**src/rtl/matrix_pkg.sv**
```systemverilog
// Shared constants, widths and state encoding for the 3x3 matrix host and
// its serial multiplier peer.
package matrix_pkg;
  localparam int MAT_N      = 3;
  localparam int MAT_ELEMS  = MAT_N * MAT_N;
  localparam int LOAD_BYTES = 2 * MAT_ELEMS;
  localparam int OPND_W     = 8;
  localparam int RES_W      = 2 * OPND_W;

  typedef enum logic [2:0] {
    ST_IDLE,
    ST_START,
    ST_SEND,
    ST_WAIT,
    ST_POST
  } state_t;
endpackage

```
**src/rtl/mm_result_capture.sv**
```systemverilog
// Result capture shift register: newest sample enters at the top index, so
// after DEPTH shifts index 0 holds the oldest word.
module mm_result_capture #(
  parameter int W     = 16,
  parameter int DEPTH = 9
) (
  input  logic                      i_clk,
  input  logic                      i_rst_n,
  input  logic                      i_en,
  input  logic [W-1:0]              i_din,
  output logic [DEPTH-1:0][W-1:0]   o_words
);
  logic [DEPTH-1:0][W-1:0] r_sh;

  always_ff @(posedge i_clk or negedge i_rst_n) begin
    if (!i_rst_n)  r_sh <= '0;
    else if (i_en) r_sh <= {i_din, r_sh[DEPTH-1:1]};
  end

  assign o_words = r_sh;
endmodule

```
**src/rtl/matrix_host.sv**
```systemverilog
// Host-side driver for the serial 3x3 multiplier: holds operands, streams them
// out after a start pulse, captures the nine results and serves them by index.
module matrix_host
  import matrix_pkg::*;
#(
  parameter int TIMEOUT_CYCLES = 64,
  parameter int DATA_W         = 8
) (
  input  logic                clk,
  input  logic                reset,
  input  logic                cfg_we,
  input  logic [4:0]          cfg_addr,
  input  logic [DATA_W-1:0]   cfg_wdata,
  input  logic                go,
  output logic                busy,
  output logic                mm_start,
  output logic [DATA_W-1:0]   mm_in,
  input  logic [2*DATA_W-1:0] mm_o,
  input  logic                mm_done,
  input  logic [3:0]          res_addr,
  output logic [2*DATA_W-1:0] res_data,
  output logic                res_valid,
  output logic                timeout
);
  localparam int CW = (TIMEOUT_CYCLES > 1) ? $clog2(TIMEOUT_CYCLES) : 1;

  state_t                               r_state, w_next;
  logic [4:0]                           r_idx;
  logic [CW-1:0]                        r_wcnt;
  logic [LOAD_BYTES-1:0][DATA_W-1:0]    r_mem;
  logic [MAT_ELEMS-1:0][2*DATA_W-1:0]   r_res;
  logic [MAT_ELEMS-1:0][2*DATA_W-1:0]   w_cap;
  logic                                 r_res_valid, r_timeout;
  logic                                 w_accept, w_last_byte, w_wait_exp;

  assign w_accept    = (r_state == ST_IDLE) && go;
  assign w_last_byte = (r_idx == 5'(LOAD_BYTES-1));
  assign w_wait_exp  = (r_wcnt == CW'(TIMEOUT_CYCLES-1));

  always_ff @(posedge clk or negedge reset) begin
    if (!reset) r_state <= ST_IDLE;
    else        r_state <= w_next;
  end

  always_comb begin
    w_next = r_state;
    case (r_state)
      ST_IDLE:  if (go) w_next = ST_START;
      ST_START: w_next = ST_SEND;
      ST_SEND:  if (w_last_byte) w_next = ST_WAIT;
      ST_WAIT: begin
        if (mm_done)         w_next = ST_POST;
        else if (w_wait_exp) w_next = ST_IDLE;
      end
      ST_POST:  w_next = ST_IDLE;
      default:  w_next = ST_IDLE;
    endcase
  end

  always_comb begin
    busy     = (r_state != ST_IDLE);
    mm_start = (r_state == ST_START);
    mm_in    = (r_state == ST_SEND) ? r_mem[r_idx] : '0;
  end

  always_ff @(posedge clk or negedge reset) begin
    if (!reset) begin
      r_idx       <= '0;
      r_wcnt      <= '0;
      r_mem       <= '0;
      r_res       <= '0;
      r_res_valid <= 1'b0;
      r_timeout   <= 1'b0;
    end else begin
      // Operands are frozen while a run is in flight; the go cycle is still IDLE.
      if (!busy && cfg_we && (cfg_addr < 5'(LOAD_BYTES)))
        r_mem[cfg_addr] <= cfg_wdata;
      if (w_accept) begin
        r_res_valid <= 1'b0;
        r_timeout   <= 1'b0;
      end
      case (r_state)
        ST_START: r_idx <= '0;
        ST_SEND: begin
          r_idx  <= r_idx + 5'd1;
          r_wcnt <= '0;
        end
        ST_WAIT: begin
          r_wcnt <= r_wcnt + CW'(1);
          if (!mm_done && w_wait_exp) begin
            r_timeout   <= 1'b1;
            r_res_valid <= 1'b0;
          end
        end
        ST_POST: begin
          r_res       <= w_cap;
          r_res_valid <= 1'b1;
        end
        default: ;
      endcase
    end
  end

  // Capture runs through all of WAIT; done coincides with the last result,
  // so the register holds C[0..8] when POST is entered.
  mm_result_capture #(.W(2*DATA_W), .DEPTH(MAT_ELEMS)) u_cap (
    .i_clk   (clk),
    .i_rst_n (reset),
    .i_en    (r_state == ST_WAIT),
    .i_din   (mm_o),
    .o_words (w_cap)
  );

  assign res_data  = (res_addr < 4'(MAT_ELEMS)) ? r_res[res_addr] : '0;
  assign res_valid = r_res_valid;
  assign timeout   = r_timeout;
endmodule

```
**config.mk**
```make
export PLATFORM = sky130hd
export DESIGN_NAME = matrix_host
export DESIGN_NICKNAME = d
export VERILOG_FILES = /design/src/rtl/matrix_pkg.sv /design/src/rtl/mm_result_capture.sv /design/src/rtl/matrix_host.sv
export SDC_FILE = /design/constraint.sdc
export NUM_CORES = 1
export LEC_CHECK = 0
export CAP_MARGIN = 20
export CORE_MARGIN = 2
export CORE_UTILIZATION = 31
export DETAILED_ROUTE_END_ITERATION = 8
export DONT_BUFFER_PORTS = 1
export PLACE_DENSITY = 0.42
export SLEW_MARGIN = 20
export SYNTH_ARGS = -nofsm -noshare
export SYNTH_HDL_FRONTEND = slang
export SYNTH_SLANG_ARGS = --single-unit
```
**constraint.sdc**
```tcl
create_clock -name clk -period 4.65 [get_ports clk]
set_clock_uncertainty 0.1 [all_clocks]
set_input_delay 0.93 -clock clk [delete_from_list [all_inputs] [get_ports clk]]
set_output_delay 0.93 -clock clk [all_outputs]
set_load 0.1 [all_outputs]
```
==> results.tsv, run 1 <==
stage	metric	value	unit
cts	cts_root_buffer	clkbuf_16	
floorplan	rows	91	
critical_path	crit_family	simple AND/OR/NAND/NOR gates	
yosys	ys_warn_count	0	
route	vias	10200	
cts	cts.sinks	448	
yosys	synth-simple-area-share	0.0344	
route	drc	0	
critical_path	reg2reg_slack	2.18	ns
floorplan	die_w	254	um
place	dp_cells	2042	
pwr	power.density	630	nW/um2
yosys	yosys.area_share.xor_xnor	0	
critical_path	worstSetupPathType	flop to output port	
critical_path	cp_slowest_cell	o221ai_2	
timing	slew_headroom	0.0915	
route	wirelength	42500	um
layout	stdcell_count	2137	
timing	min_period	4.50	ns
route	drtIter0Drc	465	
critical_path	cp_cell_sequence	nand2b_1, or4_1, o221ai_2	
layout	antenna_cells	0	
route	vias_per_cell	4.79	
timing	fmax	222	MHz
route	drtAntennaViolNets	0	
critical_path	setup.worst_path.end_class	output port	
yosys	postSynthAreaPerCell	15.5	um2
cts	postCtsSetupRepairBufs	0	
yosys	synthAdderAreaFrac	0.00194	
timing	grt_setup_unrepaired	true	
layout	regArea	11200	um2
place	io_buffers	0	
grt	antenna_found_initial	1	
timing	finalCritPeriodShare	0.967	
place	routabilityCongestion	0.710	
cts	cts_tree	done	
yosys	syn_nets	1293	
grt	grt_max_degree	449	
worst_hold_path	hold_class	primary input to asynchronous set/reset pin	
floorplan	die_h	254	um
critical_path	cp_slowest_stage_delay	1.04	ns
layout	nNetsFinal	1303	
cts	cts_max_path_buffers	3	
place	dp_hpwl	24700	um
timing	max_slew.worst_pin.slew	1.36	ns
pwr	power_leakage	10.1	nW
yosys	syn_inst	1252	
yosys	synth_cell_types	49	
floorplan	ioPinCount	66	
pwr	ir_drop	0.280	mV
critical_path	cp.arrival	3.47	ns
timing	hold_violations	0	
critical_path	start_kind	flop	
grt	grt_pass1_vias	11200	
critical_path	crit_required	3.62	ns
layout	area_growth	15.0	%
critical_path	cp_max_fo	14	
yosys	async_flop_share	1.00	
critical_path	worst-path-buf-inv	0	
grt	grt_overflow	0	
cts	htreeDepth	2	
floorplan	core	61700	um2
layout	multi_input_area	7890	um2
yosys	synth_top_family_by_area	multiplexers	
timing	setup_viol	0	
cts	insertion_delay	0.59	ns
cts	path_clk_slew	0.06	ns
yosys	ys_seq_area_frac	0.579	
yosys	synth_area	19400	um2
timing	drv_slew	0	
route	dr.pass1.iters	4	
layout	nFillCells	5941	
yosys	ys_ff_latch	448	
cts	cts_buffers	52	
yosys	synth_compound_area_frac	0.0234	
floorplan	die_area	64500	um2
yosys	synth_edf_count	0	
yosys	synthMuxAreaShare	0.341	
flow_run	maxCapViolations	0	
floorplan	start_util	0.314	
status	status	finished, final reports clean	
grt	track_usage	0.135	
route	routedWlPerCell	19.9	um
pwr	power	0.0140	W
layout	layout-drive-gt1-share	0.490	
yosys	synth_flop_cell	dfrtp_1	
grt	grt_pass1_wl	67800	um
## state kept, by name, summed over array words and instances, names as in the netlist
signal and count:
r_idx 5, r_mem 144, r_res 144, r_state 3
r_wcnt 6, res_valid 1, timeout 1, u_cap.o_words 144
## layer usage
| metal | up-vias | GRT usage | share of wire |
|---|---|---|---|
| li1 | 4626 | - | - |
| met1 | 5404 | 0.199 | 0.50 |
| met2 | 122 | 0.201 | 0.43 |
| met3 | 72 | 0.0288 | 0.042 |
| met4 | 2 | 0.0358 | 0.023 |
| met5 | - | 0 | 0.00026 |
## synthesized netlist by cell type (2+ instances only)
| library cell | n | share of area |
|---|---|---|
| clkbuf_1 | 20 | 0.0039 |
| a21o_1 | 2 | 0.00078 |
| buf_2 | 43 | 0.011 |
| buf_4 | 8 | 0.0031 |
| nand2_1 | 36 | 0.0070 |
| nor2_1 | 8 | 0.0016 |
| nor3_4 | 4 | 0.0034 |
| mux4_2 | 48 | 0.056 |
| o221ai_1 | 7 | 0.0032 |
| buf_1 | 3 | 0.00058 |
| nand3_1 | 12 | 0.0031 |
| mux2i_1 | 65 | 0.034 |
| nor2b_1 | 7 | 0.0023 |
| a31oi_1 | 2 | 0.00065 |
| buf_6 | 2 | 0.0012 |
| o2bb2ai_1 | 2 | 0.00090 |
| nor3_1 | 7 | 0.0018 |
| a22oi_1 | 15 | 0.0058 |
| nor2_2 | 7 | 0.0023 |
| a21oi_1 | 6 | 0.0016 |
| ha_1 | 3 | 0.0019 |
| nand2b_1 | 5 | 0.0016 |
| dfrtp_1 | 448 | 0.58 |
| and4_1 | 2 | 0.00090 |
| mux2_2 | 431 | 0.25 |
| and2_1 | 2 | 0.00065 |
| nor2_4 | 3 | 0.0017 |
| inv_1 | 5 | 0.00097 |
| a22o_1 | 3 | 0.0014 |
| or2_2 | 2 | 0.00065 |
| o21ai_0 | 26 | 0.0067 |
## power by group
part	total [W]	internal (W)	switching (W)	leakage, nW
Sequential	0.00610	0.00522	0.000885	5.88
Combinational	0.00372	0.00198	0.00174	3.34
Clock	0.00421	0.00259	0.00162	0.864
Total	0.0140	0.00980	0.00424	10.1
## path summary, 6_finish.rpt
| check | endpoint | start | depth (start not counted) |
|---|---|---|---|
| worst min register to register | r_res[15]$_DFFE_PN0P_ | u_cap.o_words[15]$_DFFE_PN0P_ | 1 |
| max in group asynchronous | u_cap.o_words[122]$_DFFE_PN0P_ | reset | 0 |
| worst max register to register | r_res[7]$_DFFE_PN0P_ | r_state[1]$_DFFE_PN0P_ | 4 |
| min in group clk | r_res[15]$_DFFE_PN0P_ | u_cap.o_words[15]$_DFFE_PN0P_ | 1 |
| worst max-delay path | mm_in[3] | r_state[1]$_DFFE_PN0P_ | 3 |
| worst min-delay path | r_mem[36]$_DFFE_PN0P_ | reset | 0 |
## through the flow
| stage | hold WS [ns] | area, um2 | setup WS (ns) | utilization | TNS [ns] |
|---|---|---|---|---|---|
| after global placement | 0.369 | 20400 | 0.838 | 0.331 | 0 |
| after floorplan | 0.353 | 19400 | 0.542 | - | 0 |
| after CTS | -0.101 | 22200 | 0.109 | 0.360 | 0 |
| after global routing | -0.00193 | 22300 | -0.00410 | 0.361 | -0.00759 |
| final | 0.0670 | 22300 | 0.152 | 0.361 | 0 |
| after detailed placement | 0.384 | 20400 | 0.749 | 0.331 | 0 |
## kinds of logic (layout without fill, tap and decap cells)
kind of cell / count (synthesis) / after routing
buf+inv: 81 / 129
flops: 448 / 448
compound gates: 68 / 68
mux: 545 / 545
fa+ha+maj: 3 / 3
simple gates: 107 / 107
## area by class of cell
cell class	count	share of cell area
well taps	837	0.0470
clock inverters	13	0.0105
inverters	5	0.000843
flip-flops and latches	448	0.504
repair buffers	32	0.0147
clock buffers	79	0.0689
multi-input cells	723	0.354
## cells in the final DEF, fill, tap and decap left out, drive strengths merged, types with 15 or more instances in the layout
| master | Yosys | layout |
|---|---|---|
| clkbuf | 20 | 79 |
| mux2i | 65 | 65 |
| dfrtp | 448 | 448 |
| a22oi | 15 | 15 |
| nand2 | 36 | 36 |
| mux2 | 432 | 432 |
| o21ai | 26 | 26 |
| mux4 | 48 | 48 |
| nor2 | 18 | 18 |
| buf | 56 | 31 |
## what timing repair did
item,in CTS,in global routing
resized for setup,0,0
endpoints found under the hold margin,438,79
setup endpoints to repair,0,3
Note: power is estimated with default switching activity, not from simulation.
==> run 2, diff against run 1 <==
PLACE_DENSITY = 0.43   (was 0.42)
clock period = 4.1 ns   (was 4.65 ns; I/O delays follow)
==> run 2 against run 1 <==
Worst setup slack better by 0.030 ns. The flow now finishes with violations (hold timing). Sequential share of layout area shrank 0.25 points. Sequential cell count did not move. Count of clock-buffer cells in the layout decreased by 7. Power increased by 13%. Critical path depth is 3 higher. Wire length decreased by 2.7%.
==> results.tsv, run 2 (synthesis gave the netlist of run 1 again) <==
stage	metric	value	unit
floorplan	core	61700	um2
grt	grt_overflow	0	
cts	cts_root_buffer	clkbuf_16	
critical_path	cp.arrival	3.00	ns
floorplan	start_util	0.314	
timing	setup-tns-final	0	ns
timing	fmax	255	MHz
pwr	power.density	710	nW/um2
route	dr.pass1.iters	5	
status	status	finished with violations	
floorplan	rows	91	
route	drtAntennaViolNets	0	
critical_path	cp-startpoint	r_state[1]$_DFFE_PN0P_	
route	routedWlPerCell	19.2	um
grt	track_usage	0.131	
layout	mostFrequentLayoutCells	dfrtp_1 (447), mux2_2 (431), mux2i_1 (65)	
timing	finalCritPeriodShare	0.956	
timing	max_slew.worst_pin.slew	1.33	ns
place	placed_area	20600	um2
timing	min_period	3.92	ns
floorplan	die_w	254	um
worst_hold_path	hold_class	primary input to asynchronous set/reset pin	
cts	postCtsSetupRepairBufs	0	
critical_path	cp_max_fo	14	
cts	cts_buffers	51	
grt	grt_pass1_wl	65600	um
cts	cts.sinks	448	
place	io_buffers	0	
route	wirelength	41300	um
route	drtIter0Drc	381	
flow_run	maxCapViolations	0	
cts	cts_tree	done	
timing	hold_ws	-0.178	ns
pwr	ir_drop	0.399	mV
critical_path	crit_required	3.18	ns
route	vias	10200	
timing	setup_viol	0	
pwr	power_leakage	10.1	nW
grt	grt_max_degree	449	
layout	nNetsFinal	1312	
cts	path_clk_slew	0.06	ns
place	dp_hpwl	24900	um
critical_path	setup.worst_path.end_class	output port	
layout	layout-drive-gt1-share	0.502	
cts	cts_max_path_buffers	3	
grt	antenna_found_initial	1	
cts	post_cts_resized	0	
critical_path	r2r_start	r_state[1]$_DFFE_PN0P_	
critical_path	worstSetupPathType	flop to output port	
timing	drv_slew	0	
route	vias_per_cell	4.73	
route	drc	0	
layout	utilization	0.363	
timing	grt_setup_unrepaired	false	
floorplan	die_area	64500	um2
layout	area_growth	15.6	%
critical_path	start_kind	flop	
status	failed_checks	hold timing	
grt	grt_pass1_vias	10800	
layout	antenna_cells	0	
layout	final_common_cell	dfrtp_1	
cts	htreeDepth	2	
floorplan	ioPinCount	66	
place	routabilityCongestion	0.720	
layout	finalInstanceArea	22400	um2
floorplan	die_h	254	um
timing	hold_violations	98	
timing	slew_headroom	0.115	
cts	insertion_delay	0.60	ns
run 2: layer usage:
metal	track usage	part of all wire	wire [um]	vias to the layer above
met2	0.198	0.45	18500	136
met1	0.190	0.50	20400	5336
met5	0	0.00031	13	-
met4	0.0368	0.020	824	2
met3	0.0262	0.038	1560	58
li1	-	-	-	4633
run 2: layout make-up:
type,instances,area (um2)
Sequential cell,448,11200
Clock inverter,20,241
Clock buffer,72,1520
Tap cell,837,1050
Multi-Input combinational cell,723,7880
Timing Repair Buffer,42,460
Inverter,5,18.8
Fill cell,5954,39300
run 2: report_power, final:
part           total (W)  switching, W  internal [W]
registers        0.00686      0.000934       0.00592
logic            0.00435       0.00203       0.00232
clock network    0.00469       0.00186       0.00283
run 2: final timing paths:
kind,cells after the start,end,slack [ns]
max,6,mm_in[6],0.18
min,0,r_mem[13]$_DFFE_PN0P_,-0.18
max reg2reg,4,u_cap.o_words[23]$_DFFE_PN0P_,1.47
min reg2reg,1,r_mem[7]$_DFFE_PN0P_,0.39
max in group asynchronous,0,u_cap.o_words[91]$_DFFE_PN0P_,3.00
min in group clk,1,r_mem[33]$_DFFE_PN0P_,0.26
run 2: per-stage QoR:
stage	setup slack (ns)	hold WS, ns	power [W]	std cells
2_1_floorplan	0.196	0.353	0.0102	1252
3_3_place_gp	0.805	0.370	0.0113	2055
3_5_place_dp	0.776	0.378	0.0114	2055
4_1_cts	0.125	-0.212	0.0162	2147
5_1_grt	0.0413	-0.225	0.0168	2147
6_report	0.182	-0.178	0.0159	2147
run 2: critical path, cell delays in order, from the launching register on:
cell and delay, ns:
dfrtp_1 0.59, nand2b_1 0.10, buf_4 0.20, or4_1 0.73, o32ai_2 0.37, a21o_1 0.15
buf_4 0.29
